--- src/rtl/dmem_access_ctrl_pkg.sv ---
// Shared encodings for the data-memory access controller: funct3 codes,
// FSM state type and the default response timeout.
package dmem_access_ctrl_pkg;

   localparam logic [2:0] F3_LB  = 3'b000;
   localparam logic [2:0] F3_LH  = 3'b001;
   localparam logic [2:0] F3_LW  = 3'b010;
   localparam logic [2:0] F3_LBU = 3'b100;
   localparam logic [2:0] F3_LHU = 3'b101;

   localparam int unsigned DEFAULT_TIMEOUT = 16;

   typedef enum logic [1:0] {
      ST_IDLE = 2'd0,
      ST_REQ  = 2'd1,
      ST_WAIT = 2'd2,
      ST_DONE = 2'd3
   } state_e;

endpackage

--- src/rtl/dmem_access_ctrl_if.sv ---
// Request/grant/response bus between the access controller (master) and
// the data memory (slave).
interface dmem_access_ctrl_if #(
   parameter int unsigned ADDR_W = 32
) ();
   logic              d_req_o;
   logic              d_we_o;
   logic [ADDR_W-1:0] d_addr_o;
   logic [3:0]        d_be_o;
   logic [31:0]       d_wdata_o;
   logic              d_gnt_i;
   logic              d_rvalid_i;
   logic [31:0]       d_rdata_i;

   modport master (
      output d_req_o, d_we_o, d_addr_o, d_be_o, d_wdata_o,
      input  d_gnt_i, d_rvalid_i, d_rdata_i
   );

   modport slave (
      input  d_req_o, d_we_o, d_addr_o, d_be_o, d_wdata_o,
      output d_gnt_i, d_rvalid_i, d_rdata_i
   );
endinterface

--- src/rtl/dmem_access_ctrl_load_extend.sv ---
// Combinational lane logic: load byte/half extraction with sign or zero
// extension, and store data replication across byte lanes.
module load_extend
   import dmem_access_ctrl_pkg::*;
(
   input  logic [2:0]  funct3,
   input  logic [1:0]  addr_lo,
   input  logic [31:0] rdata,
   input  logic [31:0] wdata,
   output logic [31:0] rdata_ext,
   output logic [31:0] wdata_rep
);

   logic [7:0]  byte_sel;
   logic [15:0] half_sel;

   always_comb begin
      byte_sel = rdata[7:0];
      unique case (addr_lo)
         2'd0: byte_sel = rdata[7:0];
         2'd1: byte_sel = rdata[15:8];
         2'd2: byte_sel = rdata[23:16];
         2'd3: byte_sel = rdata[31:24];
         default: byte_sel = rdata[7:0];
      endcase
      half_sel = addr_lo[1] ? rdata[31:16] : rdata[15:0];
   end

   always_comb begin
      rdata_ext = rdata;
      case (funct3)
         F3_LB:   rdata_ext = {{24{byte_sel[7]}}, byte_sel};
         F3_LH:   rdata_ext = {{16{half_sel[15]}}, half_sel};
         F3_LBU:  rdata_ext = {24'h0, byte_sel};
         F3_LHU:  rdata_ext = {16'h0, half_sel};
         default: rdata_ext = rdata;
      endcase
   end

   // Store encodings share the LB/LH/LW codes (SB/SH/SW).
   always_comb begin
      wdata_rep = wdata;
      case (funct3)
         F3_LB:   wdata_rep = {4{wdata[7:0]}};
         F3_LH:   wdata_rep = {2{wdata[15:0]}};
         default: wdata_rep = wdata;
      endcase
   end

endmodule

--- src/rtl/dmem_access_ctrl.sv ---
// Data-memory access controller: one load or store per start, with lane
// handling, illegal-mask rejection and a response timeout.
module dmem_access_ctrl
   import dmem_access_ctrl_pkg::*;
#(
   parameter int unsigned TIMEOUT_CYCLES = DEFAULT_TIMEOUT,
   parameter int unsigned ADDR_W         = 32
) (
   input  logic              clk_i,
   input  logic              rst_n_i,
   input  logic              start_i,
   input  logic              mem_read_i,
   input  logic              mem_write_i,
   input  logic [2:0]        funct3_i,
   input  logic [ADDR_W-1:0] addr_i,
   input  logic [31:0]       wdata_i,
   input  logic [3:0]        we_mask_i,
   input  logic [3:0]        rd_mask_i,
   dmem_access_ctrl_if.master d_bus,
   output logic              busy_o,
   output logic              done_o,
   output logic              err_o,
   output logic [31:0]       rdata_o
);

   localparam int unsigned CNT_W = $clog2(TIMEOUT_CYCLES + 1);

   state_e             state_q;
   logic [CNT_W-1:0]   cnt_q;
   logic [2:0]         funct3_q;
   logic [1:0]         addr_lo_q;
   logic [3:0]         mask_c;
   logic [2:0]         lane_f3_c;
   logic [31:0]        rdata_ext_c;
   logic [31:0]        wdata_rep_c;
   logic               timeout_c;

   assign mask_c    = mem_write_i ? we_mask_i : rd_mask_i;
   // Store replication is needed at accept time, load extension later.
   assign lane_f3_c = (state_q == ST_IDLE) ? funct3_i : funct3_q;
   assign timeout_c = (cnt_q >= CNT_W'(TIMEOUT_CYCLES - 1));
   assign busy_o    = (state_q != ST_IDLE);

   load_extend u_load_extend (
      .funct3    (lane_f3_c),
      .addr_lo   (addr_lo_q),
      .rdata     (d_bus.d_rdata_i),
      .wdata     (wdata_i),
      .rdata_ext (rdata_ext_c),
      .wdata_rep (wdata_rep_c)
   );

   always_ff @(posedge clk_i) begin
      if (!rst_n_i) begin
         state_q         <= ST_IDLE;
         cnt_q           <= '0;
         funct3_q        <= '0;
         addr_lo_q       <= '0;
         d_bus.d_req_o   <= 1'b0;
         d_bus.d_we_o    <= 1'b0;
         d_bus.d_addr_o  <= '0;
         d_bus.d_be_o    <= '0;
         d_bus.d_wdata_o <= '0;
         done_o          <= 1'b0;
         err_o           <= 1'b0;
         rdata_o         <= '0;
      end else begin
         done_o <= 1'b0;
         err_o  <= 1'b0;
         case (state_q)
            ST_IDLE: begin
               if (start_i && (mem_write_i || mem_read_i)) begin
                  funct3_q        <= funct3_i;
                  addr_lo_q       <= addr_i[1:0];
                  d_bus.d_addr_o  <= {addr_i[ADDR_W-1:2], 2'b00};
                  d_bus.d_be_o    <= mask_c;
                  d_bus.d_we_o    <= mem_write_i;
                  d_bus.d_wdata_o <= wdata_rep_c;
                  if (mask_c == 4'b0000) begin
                     state_q <= ST_DONE;
                     done_o  <= 1'b1;
                     err_o   <= 1'b1;
                  end else begin
                     state_q       <= ST_REQ;
                     d_bus.d_req_o <= 1'b1;
                     cnt_q         <= '0;
                  end
               end
            end
            ST_REQ: begin
               cnt_q <= cnt_q + CNT_W'(1);
               if (d_bus.d_gnt_i) begin
                  d_bus.d_req_o <= 1'b0;
                  if (d_bus.d_we_o) begin
                     state_q <= ST_DONE;
                     done_o  <= 1'b1;
                  end else begin
                     state_q <= ST_WAIT;
                  end
               end else if (timeout_c) begin
                  d_bus.d_req_o <= 1'b0;
                  state_q       <= ST_DONE;
                  done_o        <= 1'b1;
                  err_o         <= 1'b1;
               end
            end
            ST_WAIT: begin
               cnt_q <= cnt_q + CNT_W'(1);
               if (d_bus.d_rvalid_i) begin
                  rdata_o <= rdata_ext_c;
                  state_q <= ST_DONE;
                  done_o  <= 1'b1;
               end else if (timeout_c) begin
                  state_q <= ST_DONE;
                  done_o  <= 1'b1;
                  err_o   <= 1'b1;
               end
            end
            ST_DONE: state_q <= ST_IDLE;
            default: state_q <= ST_IDLE;
         endcase
      end
   end

endmodule

--- src/flat_wrapper.sv ---
// flat-port wrapper written by rule: the top's interface ports become plain ports
module dmem_access_ctrl_flat import dmem_access_ctrl_pkg::*;
#(
   parameter int unsigned TIMEOUT_CYCLES = DEFAULT_TIMEOUT,
   parameter int unsigned ADDR_W         = 32
)
  (clk_i, rst_n_i, start_i, mem_read_i, mem_write_i, funct3_i, addr_i, wdata_i, we_mask_i, rd_mask_i, busy_o, done_o, err_o, rdata_o, d_bus_d_req_o, d_bus_d_we_o, d_bus_d_addr_o, d_bus_d_be_o, d_bus_d_wdata_o, d_bus_d_gnt_i, d_bus_d_rvalid_i, d_bus_d_rdata_i);
  dmem_access_ctrl_if #(.ADDR_W(ADDR_W)) d_bus_i ();
  input  logic clk_i;
  input  logic rst_n_i;
  input  logic start_i;
  input  logic mem_read_i;
  input  logic mem_write_i;
  input  logic [2:0] funct3_i;
  input  logic [ADDR_W-1:0] addr_i;
  input  logic [31:0] wdata_i;
  input  logic [3:0] we_mask_i;
  input  logic [3:0] rd_mask_i;
  output logic busy_o;
  output logic done_o;
  output logic err_o;
  output logic [31:0] rdata_o;
  output wire logic [$bits(d_bus_i.d_req_o)-1:0] d_bus_d_req_o;
  output wire logic [$bits(d_bus_i.d_we_o)-1:0] d_bus_d_we_o;
  output wire logic [$bits(d_bus_i.d_addr_o)-1:0] d_bus_d_addr_o;
  output wire logic [$bits(d_bus_i.d_be_o)-1:0] d_bus_d_be_o;
  output wire logic [$bits(d_bus_i.d_wdata_o)-1:0] d_bus_d_wdata_o;
  input wire logic [$bits(d_bus_i.d_gnt_i)-1:0] d_bus_d_gnt_i;
  input wire logic [$bits(d_bus_i.d_rvalid_i)-1:0] d_bus_d_rvalid_i;
  input wire logic [$bits(d_bus_i.d_rdata_i)-1:0] d_bus_d_rdata_i;
  assign d_bus_d_req_o = d_bus_i.d_req_o;
  assign d_bus_d_we_o = d_bus_i.d_we_o;
  assign d_bus_d_addr_o = d_bus_i.d_addr_o;
  assign d_bus_d_be_o = d_bus_i.d_be_o;
  assign d_bus_d_wdata_o = d_bus_i.d_wdata_o;
  assign d_bus_i.d_gnt_i = d_bus_d_gnt_i;
  assign d_bus_i.d_rvalid_i = d_bus_d_rvalid_i;
  assign d_bus_i.d_rdata_i = d_bus_d_rdata_i;
  dmem_access_ctrl #(.TIMEOUT_CYCLES(TIMEOUT_CYCLES), .ADDR_W(ADDR_W)) u_core (.clk_i(clk_i), .rst_n_i(rst_n_i), .start_i(start_i), .mem_read_i(mem_read_i), .mem_write_i(mem_write_i), .funct3_i(funct3_i), .addr_i(addr_i), .wdata_i(wdata_i), .we_mask_i(we_mask_i), .rd_mask_i(rd_mask_i), .d_bus(d_bus_i), .busy_o(busy_o), .done_o(done_o), .err_o(err_o), .rdata_o(rdata_o));
endmodule
--- config.mk ---
export PLATFORM = sky130hd
export DESIGN_NAME = dmem_access_ctrl_flat
export DESIGN_NICKNAME = d
export VERILOG_FILES = /design/src/rtl/dmem_access_ctrl_pkg.sv /design/src/rtl/dmem_access_ctrl_if.sv /design/src/rtl/dmem_access_ctrl_load_extend.sv /design/src/rtl/dmem_access_ctrl.sv /design/src/flat_wrapper.sv
export SDC_FILE = /design/constraint.sdc
export NUM_CORES = 1
export LEC_CHECK = 0
export CAP_MARGIN = 10
export CORE_MARGIN = 2
export CORE_UTILIZATION = 43
export DETAILED_ROUTE_END_ITERATION = 7
export GPL_TIMING_DRIVEN = 0
export PLACE_DENSITY = 0.9
export SLEW_MARGIN = 10
export SYNTH_ARGS = -nofsm -noshare
export SYNTH_HDL_FRONTEND = slang
export SYNTH_SLANG_ARGS = --single-unit
export TNS_END_PERCENT = 50
--- constraint.sdc ---
create_clock -name clk_i -period 2.48 [get_ports clk_i]
set_input_delay 0.248 -clock clk_i [delete_from_list [all_inputs] [get_ports clk_i]]
set_output_delay 0.248 -clock clk_i [all_outputs]
set_load 0.01 [all_outputs]
==> out/qor.yml, run 1 <==
outcome: "complete, no violations"
crit_type: "register to register"
ir_drop_mv: 0.564
syn-cell-area_um2: 5180
slew_headroom: 0.530
clk_pin_slew_ns: 0.05
firstDrtPassIters: 5
final.setup.tns_ns: 0
cts_root_buffer: "clkbuf_16"
cts_htree_levels: 4
critPathMaxFanout: 10
static-leakage-power_nw: 3.01
critPathSlowestCell: "dfxtp_1"
syn_to_final_growth_pct: 56.0
cp.required_ns: 2.75
die_w_um: 114
postCtsHoldBufs: 0
core_um2: 11900
hold_viol: 0
cts_tree: "built"
num-fill-cells: 928
synth_area_leaders: "dfxtp_1 44%, a21oi_1 11%, nand2_1 7.5%"
yosys-top-cells-count: "115 x a21oi_1, 114 x dfxtp_1, 103 x nand2_1, 44 x o21ai_0, 38 x clkbuf_1"
ys_ff_latch: 114
slowest_delay_ns: 0.36
drcViolationCount: 0
io_buffers: 215
fin_nets: 971
power_mw: 5.45
r2r_start: "u_core.state_q[0]"
dp_hpwl_mm: 13.2
numCtsBuffers: 17
fin_crit_ns: 2.34
dieArea_um2: 13000
gp_congestion: 0.923
grt_max_degree: 17
worstSetupEndpointType: "register"
grt_pass1_vias: 5653
clock_skew_ns: 0.00857
min_from: "mem_write_i"
ioPinCount: 219
diodes: 0
regArea_um2: 2280
hold_path.class: "primary input to register"
antenna_found_initial: 0
cp_top_family: "buffers and inverters"
multi_input_area_um2: 2590
maxCapViolCount: 0
power_density_nw_per_um2: 673
layout.cells.non_filler: 1011
track_usage: 0.277
dieHeight_um: 114
synth.largest_area_cell: "dfxtp_1"
worst_pin_slew_ns: 0.705
crit_path_start_kind: "register"
setup_viol_count_final: 0
drive_gt1_frac: 0.0764
startpoint: "u_core.state_q[0]"
ys_warn_count: 0
syn_inst: 616
hold_slack_ns: 0.201
final_antenna_net_count: 0
synth_top_area_share: 0.440
viasPerCell: 5.61
cp.arrival_ns: 2.61
synth_enable_flop_cells: 0
crit_path_cell_trace: "inv_1 -> ha_1 -> buf_4 -> or3_1 -> buf_2 -> and2_4 -> buf_6 -> buf_6 -> a221oi_2 -> a21oi_1"
finalCritPeriodShare: 0.943
numClockSinks: 114
num_rows: 40
yosysMostFrequentCell: "a21oi_1"
clk_latency_ns: 0.41
r2r_setup_slack_ns: 0.14
clock_path_buffers: 2
rsz0062_at_grt: "false"
wire_per_inst_um: 17.8
yosysUniqueCellTypes: 53
ys_seq_area_frac: 0.440
overflow: 0
wl_mm: 18.0
vias: 5675
critPathBufInv: 5
synthFlopType: "dfxtp_1"
crit_top_cell: "buf_6"
initial_core_util: 0.435
fmax_mhz: 427
dp.cells: 979
grt_pass1_wl_mm: 28.2
post-cts-setup-buffers: 0
synth.avg_cell_area_um2: 8.42
first_iter_violations: 355
async_flop_share: 0
slew_viol_final: 0
==> flip-flops by register name (all words and copies together), names as in the netlist <==
signal / count
u_core.addr_lo_q: 2
u_core.cnt_q: 5
u_core.d_bus.d_addr_o: 30
u_core.d_bus.d_be_o: 4
u_core.d_bus.d_req_o: 1
u_core.d_bus.d_wdata_o: 32
u_core.d_bus.d_we_o: 1
u_core.done_o: 1
u_core.err_o: 1
u_core.funct3_q: 3
u_core.rdata_o: 32
u_core.state_q: 2
==> metal layers <==
layer / part of all wire / track usage / vias to the layer above
li1: - / - / 2694
met1: 0.40 / 0.320 / 2637
met2: 0.48 / 0.471 / 303
met3: 0.10 / 0.0988 / 41
met4: 0.028 / 0.106 / 0
met5: 0 / 0 / -
==> final cells by class <==
cell class	instances	share of cell area
Clock buffer	17	0.0526
Tap cell	147	0.0227
Clock inverter	15	0.0169
Timing Repair Buffer	215	0.266
Buffer	54	0.0323
Multi-Input combinational cell	434	0.320
Inverter	15	0.00696
Sequential cell	114	0.282
==> cell usage in the layout (no fill, tap or decap), types with 5 or more instances in the layout <==
cell / netlist / layout
o21ai_0: 44 / 44
buf_6: 5 / 5
a21oi_1: 115 / 115
mux2i_1: 22 / 22
nand4b_1: 8 / 8
a221oi_2: 6 / 6
a221o_1: 7 / 7
clkbuf_1: 38 / 37
ha_1: 6 / 6
nand2_1: 103 / 103
clkbuf_16: 0 / 17
a22oi_1: 9 / 9
a21o_1: 7 / 7
nor2_1: 15 / 15
a31oi_1: 10 / 10
dfxtp_1: 114 / 113
buf_2: 6 / 6
clkdlybuf4s50_1: 0 / 215
nand4_1: 7 / 7
inv_1: 15 / 15
a211oi_1: 20 / 20
==> worst reg2reg max path, stage by stage, from the launching register on <==
cell and delay, ns:
dfxtp_1 0.36, inv_1 0.09, ha_1 0.19, buf_4 0.16
or3_1 0.30, buf_2 0.20, and2_4 0.18, buf_6 0.16
buf_6 0.16, a221oi_2 0.31, a21oi_1 0.11
==> final timing paths <==
| kind | end | depth (start not counted) |
|---|---|---|
| setup / recovery | u_core.d_bus.d_wdata_o[31] | 10 |
| hold / removal | u_core.d_bus.d_we_o | 3 |
| setup reg to reg | u_core.d_bus.d_wdata_o[31] | 10 |
| hold reg to reg | u_core.d_bus.d_addr_o[17] | 2 |
==> power breakdown <==
group	total (mW)	leakage, nW	switching (mW)	internal (mW)
clock network	2.29	0.266	0.908	1.38
logic	1.14	1.81	0.572	0.569
registers	2.02	0.932	0.0671	1.95
total	5.45	3.01	1.55	3.90
==> cells by family (layout without fill, tap and decap cells) <==
group,after synthesis,count (layout),share of synthesized area
other,1,2,0.000723
muxes,27,27,0.0555
DFF,114,114,0.440
and+or+nand+nor,162,162,0.147
adders and majority gates,6,6,0.0145
AOI/OAI and AO/OA,237,237,0.281
buffers and inverters,69,316,0.0608
==> per-stage QoR <==
step / cell area, µm² / util / setup WS, ns
4_1_cts: 8090 / 0.679 / 0.0289
3_3_place_gp: 7520 / 0.632 / 0.0288
3_5_place_dp: 7520 / 0.632 / 0.00926
6_report: 8090 / 0.679 / 0.140
2_1_floorplan: 5190 / - / 0.388
5_1_grt: 8090 / 0.679 / 0.0397
==> repair_timing <==
item	4_1_cts	5_1_grt
endpoints found under the hold margin	0	0
resized for setup	0	4
endpoints found under the setup margin	0	12
Note: power is estimated with default switching activity, not from simulation.
==> run 2: changes to the inputs <==
Settings changed: CORE_MARGIN 2 to 3, GPL_ROUTABILITY_DRIVEN set to 0.
==> run 2 against run 1 <==
Effect of this change: count of clock-buffer cells in the layout increased by 8; global-route usage shrank 0.79 points; critical endpoint is now u_core.d_bus.d_wdata_o[27]; sequential share of layout area about the same; critical path depth did not move; combinational power about the same; maximum frequency fell by 1.3%; critical path type unchanged; worst setup slack lost 0.030 ns; clock skew rose by 0.00073 ns; first-iteration DRC count grew 54%.
==> out/qor.yml, run 2 (same netlist as run 1, synthesis figures left out) <==
outcome: "complete, no violations"
track_usage: 0.269
slew_headroom: 0.586
dieHeight_um: 116
top_regs: "u_core.d_bus.d_wdata_o x32, u_core.rdata_o x32, u_core.d_bus.d_addr_o x30"
critPathMaxFanout: 17
final_cell_area_um2: 8100
p_seq_frac: 0.363
critPathSlowestCell: "dfxtp_2"
clock_path_buffers: 2
multi_input_area_um2: 2590
hold_slack_ns: 0.185
drcViolationCount: 0
numCtsBuffers: 17
ioPinCount: 219
layout_common_cells: "215 x clkdlybuf4s50_1, 115 x a21oi_1, 112 x dfxtp_1"
wire_per_inst_um: 18.3
swShare: 0.260
crit_type: "register to register"
cp.arrival_ns: 2.65
overflow: 0
r2r-end: "u_core.d_bus.d_wdata_o[27]"
regArea_um2: 2280
grt_pass1_wl_mm: 28.0
startpoint: "u_core.state_q[1]"
static-leakage-power_nw: 3.03
pwr-share-comb: 0.206
drive_gt1_frac: 0.0697
antenna_found_initial: 0
fin_nets: 970
cts_tree: "built"
layout_commonest_cell: "clkdlybuf4s50_1"
r2r_start: "u_core.state_q[1]"
num-fill-cells: 908
worstSetupEndpointType: "register"
cp_top_family: "buffers and inverters"
hold_viol: 0
first_iter_violations: 546
rsz0062_at_grt: "false"
clkPwrFrac: 0.431
finalCritPeriodShare: 0.956
crit_path_cell_trace: "inv_1 -> ha_1 -> buf_4 -> or3_1 -> clkbuf_4 -> and2_4 -> buf_6 -> buf_6 -> a221oi_2 -> a21oi_1"
switching_power_mw: 1.45
maxCapViolCount: 0
syn_to_final_growth_pct: 56.2
r2r_setup_slack_ns: 0.11
numClockSinks: 114
final_antenna_net_count: 0
final.setup.tns_ns: 0
crit_path_end: "u_core.d_bus.d_wdata_o[27]"
grt_max_degree: 18
viasPerCell: 5.62
post-cts-setup-buffers: 0
internal_power_mw: 4.11
dp_hpwl_mm: 13.4
io_buffers: 215
cts_root_buffer: "clkbuf_16"
cts_htree_levels: 4
vias: 5643
core_um2: 11600
crit_path_start_kind: "register"
slowest_delay_ns: 0.36
critPathBufInv: 5
clk_pin_slew_ns: 0.05
grt_pass1_vias: 5600
ir_drop_mv: 0.522
die_w_um: 116
crit_top_cell: "buf_6"
clock_skew_ns: 0.00929
hold_path.class: "primary input to register"
initial_core_util: 0.446
firstDrtPassIters: 5
power_density_nw_per_um2: 686
num_rows: 39
wl_mm: 18.4
ff2ff_path_depth: 10
fmax_mhz: 422
setup_viol_count_final: 0
fin_crit_ns: 2.37
cp.required_ns: 2.76
cp.depth: 10
worst_pin_slew_ns: 0.621
diodes: 0
clk_latency_ns: 0.41
slew_viol_final: 0
dieArea_um2: 13400
place_area_um2: 7520
==> run 2: cell count changes in the layout (fill, tap and decap cells not counted), sizes merged <==
| cell | change |
|---|---|
| bufinv | +1 |
| clkinv | -4 |
| inv | -3 |
| clkbuf | +7 |
| clkinvlp | -4 |
==> run 2: power groups by stage <==
stage | clock, mW | sequential, mW | combinational, mW
CTS | 2.42 | 2.02 | 1.14
finish | 2.40 | 2.02 | 1.15
floorplan | 0 | 2.09 | 0.508
global route | 2.50 | 2.03 | 1.23
global placement | 0 | 2.05 | 1.11
detailed placement | 0 | 2.05 | 1.13
==> run 2: worst min path at each step <==
stage	startpoint	endpoint	slack, ns	depth (start not counted)
after floorplan	funct3_i[2]	u_core.funct3_q[2]	0.38	2
after global placement	u_core.d_bus.d_addr_o[22]	u_core.d_bus.d_addr_o[22]	0.44	2
after detailed placement	u_core.d_bus.d_addr_o[24]	u_core.d_bus.d_addr_o[24]	0.45	2
after CTS	mem_write_i	u_core.d_bus.d_we_o	0.18	3
after global routing	mem_write_i	u_core.d_bus.d_we_o	0.19	3
final	mem_write_i	u_core.d_bus.d_we_o	0.18	3
==> run 2: repair_timing <==
action,4_1_cts,5_1_grt
endpoints found under the setup margin,1,5
hold buffers,0,0
resized for setup,0,3
gates cloned,0,0
==> run 2: cell type report <==
type,count,area share
sequential,114,0.282
inverter,15,0.00695
timing repair buffer,215,0.266
buffer,53,0.0318
clock inverter,5,0.00927
clock buffer,25,0.0624
tap,143,0.0221
multi-input combinational,434,0.320
==> run 2: metrics by stage <==
stage | setup slack, ns | cells | utilization | total power [mW]
after CTS | 0.0872 | 1004 | 0.697 | 5.57
after global placement | 0.0623 | 975 | 0.647 | 3.16
after detailed placement | 0.0116 | 975 | 0.647 | 3.18
final | 0.110 | 1004 | 0.698 | 5.56
after global routing | 0.0265 | 1004 | 0.698 | 5.76
after floorplan | 0.388 | 617 | - | 2.60
==> run 2: tightest hold or removal path: stages <==
cell and delay [ns]:
buf_2 0.17, nand2_1 0.08, a21oi_1 0.05
==> run 2: metal layers <==
| layer | share of wire | wire length, µm | vias up | global-route usage |
|---|---|---|---|---|
| li1 | - | - | 2695 | - |
| met1 | 0.39 | 7120 | 2618 | 0.308 |
| met2 | 0.49 | 8910 | 290 | 0.454 |
| met3 | 0.10 | 1860 | 40 | 0.0950 |
| met4 | 0.026 | 478 | 0 | 0.118 |
| met5 | 0 | 0 | - | 0 |
==> run 3: changes to the inputs <==
Settings changed: PLACE_DENSITY 0.9 to 0.81, SKIP_CTS_REPAIR_TIMING set to 1, SLEW_MARGIN 10 to 20.
==> run 3 against run 2 <==
Effect of this change: non-clock buffer count grew 1; first-iteration DRC count shrank 21%; flip-flop and latch count is the same; power grew 1.6%; die area is the same; via count grew 0.69%; clock power grew 4%; final cell count grew 0.30%; count of clock-buffer cells in the layout shrank 6.
==> out/qor.yml, run 3 (same netlist as run 1, synthesis figures left out) <==
final_antenna_net_count: 0
r2r_start: "u_core.state_q[0]"
ff2ff_path_depth: 10
layout_commonest_cell: "clkdlybuf4s50_1"
slew_viol_final: 0
cp.arrival_ns: 2.09
layout_common_cells: "215 x clkdlybuf4s50_1, 115 x a21oi_1, 113 x dfxtp_1"
min_from: "mem_write_i"
static-leakage-power_nw: 3.04
r2r_setup_slack_ns: 0.17
finalCritPeriodShare: 0.943
final.setup.tns_ns: 0
top_regs: "u_core.d_bus.d_wdata_o x32, u_core.rdata_o x32, u_core.d_bus.d_addr_o x30"
num_rows: 39
cts_tree: "built"
viasPerCell: 5.64
hold_path.class: "primary input to register"
diodes: 0
numCtsBuffers: 17
fin_crit_ns: 2.34
grt_pass1_wl_mm: 27.9
critPathSlowestCell: "clkdlybuf4s50_1"
holdPathStages: 3
wire_per_inst_um: 17.8
critPathBufInv: 5
r2r-end: "u_core.d_bus.d_wdata_o[28]"
crit_type: "register to output port"
slowest_delay_ns: 0.56
rsz0062_at_grt: "false"
grt_pass1_vias: 5744
firstDrtPassIters: 6
track_usage: 0.260
setup_viol_count_final: 0
hold_end: "u_core.d_bus.d_we_o"
wl_mm: 17.9
cts_root_buffer: "clkbuf_16"
dieHeight_um: 116
dp_hpwl_mm: 13.6
overflow: 0
ioPinCount: 219
slew_headroom: 0.556
crit_path_cell_trace: "inv_1 -> ha_1 -> buf_4 -> clkbuf_2 -> inv_1 -> clkdlybuf4s50_1"
finalWorstSetupSlack_ns: 0.142
outcome: "complete, no violations"
crit_path_start_kind: "register"
syn_to_final_growth_pct: 56.9
vias: 5682
fin_nets: 971
dieArea_um2: 13400
worst_pin_slew_ns: 0.660
place_ws_ns: 0.0634
io_buffers: 215
cp_top_family: "buffers and inverters"
cp.required_ns: 2.23
first_iter_violations: 429
worstSetupEndpointType: "output port"
die_w_um: 116
ir_drop_mv: 0.393
hold_viol: 0
grt_max_degree: 17
initial_core_util: 0.446
cts_htree_levels: 4
clk_pin_slew_ns: 0.05
antenna_found_initial: 0
numClockSinks: 114
clk_latency_ns: 0.41
fmax_mhz: 428
clock_skew_ns: 0.0102
clock_path_buffers: 2
core_um2: 11600
power_density_nw_per_um2: 695
critPathMaxFanout: 10
power_mw: 5.65
crit_top_cell: "inv_1"
maxCapViolCount: 0
drcViolationCount: 0
drive_gt1_frac: 0.0764
-- run 3: cell types whose count changed in the layout (fill, tap and decap cells not counted) --
cell / before / now
clkbuf_4: 1 / 0
bufinv_16: 2 / 3
buf_2: 5 / 6
clkinv_2: 3 / 4
clkinv_4: 0 / 4
clkbuf_8: 5 / 2
dfxtp_2: 2 / 1
clkinvlp_4: 0 / 2
clkbuf_1: 40 / 36
dfxtp_1: 112 / 113
clkbuf_2: 0 / 2
-- run 3: routing by layer --
metal	routed length, µm	global-route usage	vias to the layer above
met5	0	0	-
met4	621	0.134	0
met3	1420	0.0679	57
met2	8530	0.428	294
met1	7370	0.313	2627
li1	-	-	2704
-- run 3: stage by stage --
stage,hold WS (ns),utilization,std cells,instance area (µm²)
after floorplan,0.384,-,617,5190
after global routing,0.214,0.701,1007,8140
after CTS,0.188,0.700,1007,8130
after global placement,0.443,0.647,975,7520
after detailed placement,0.448,0.647,975,7520
final,0.207,0.701,1007,8140
-- run 3: worst max path at each step --
stage | start | to | slack (ns) | cells after the start
after floorplan | u_core.state_q[1] | u_core.d_bus.d_wdata_o[26] | 0.39 | 10
after global placement | start_i | u_core.d_bus.d_wdata_o[18] | 0.11 | 7
after detailed placement | start_i | u_core.d_bus.d_wdata_o[19] | 0.06 | 7
after CTS | u_core.state_q[1] | busy_o | 0.006 | 6
after global routing | u_core.state_q[1] | busy_o | 0.05 | 6
final | u_core.state_q[0] | busy_o | 0.14 | 6
-- run 3: worst min-delay path: stages --
cell and delay [ns]:
buf_2 0.17, nand2_1 0.08, a21oi_1 0.06
-- run 3: area by class of cell --
cell class | count | area, µm²
Multi-Input combinational cell | 434 | 2590
Timing Repair Buffer | 215 | 2150
Sequential cell | 114 | 2280
Buffer | 54 | 262
Tap cell | 143 | 179
Fill cell | 848 | 3480
Inverter | 15 | 56.3
Clock inverter | 13 | 160
Clock buffer | 19 | 453
-- run 3: power breakdown --
part / total (mW) / switching (mW) / internal, mW
Combinational: 1.13 / 0.565 / 0.570
Clock: 2.50 / 0.871 / 1.63
Sequential: 2.02 / 0.0683 / 1.95
Total: 5.65 / 1.50 / 4.15
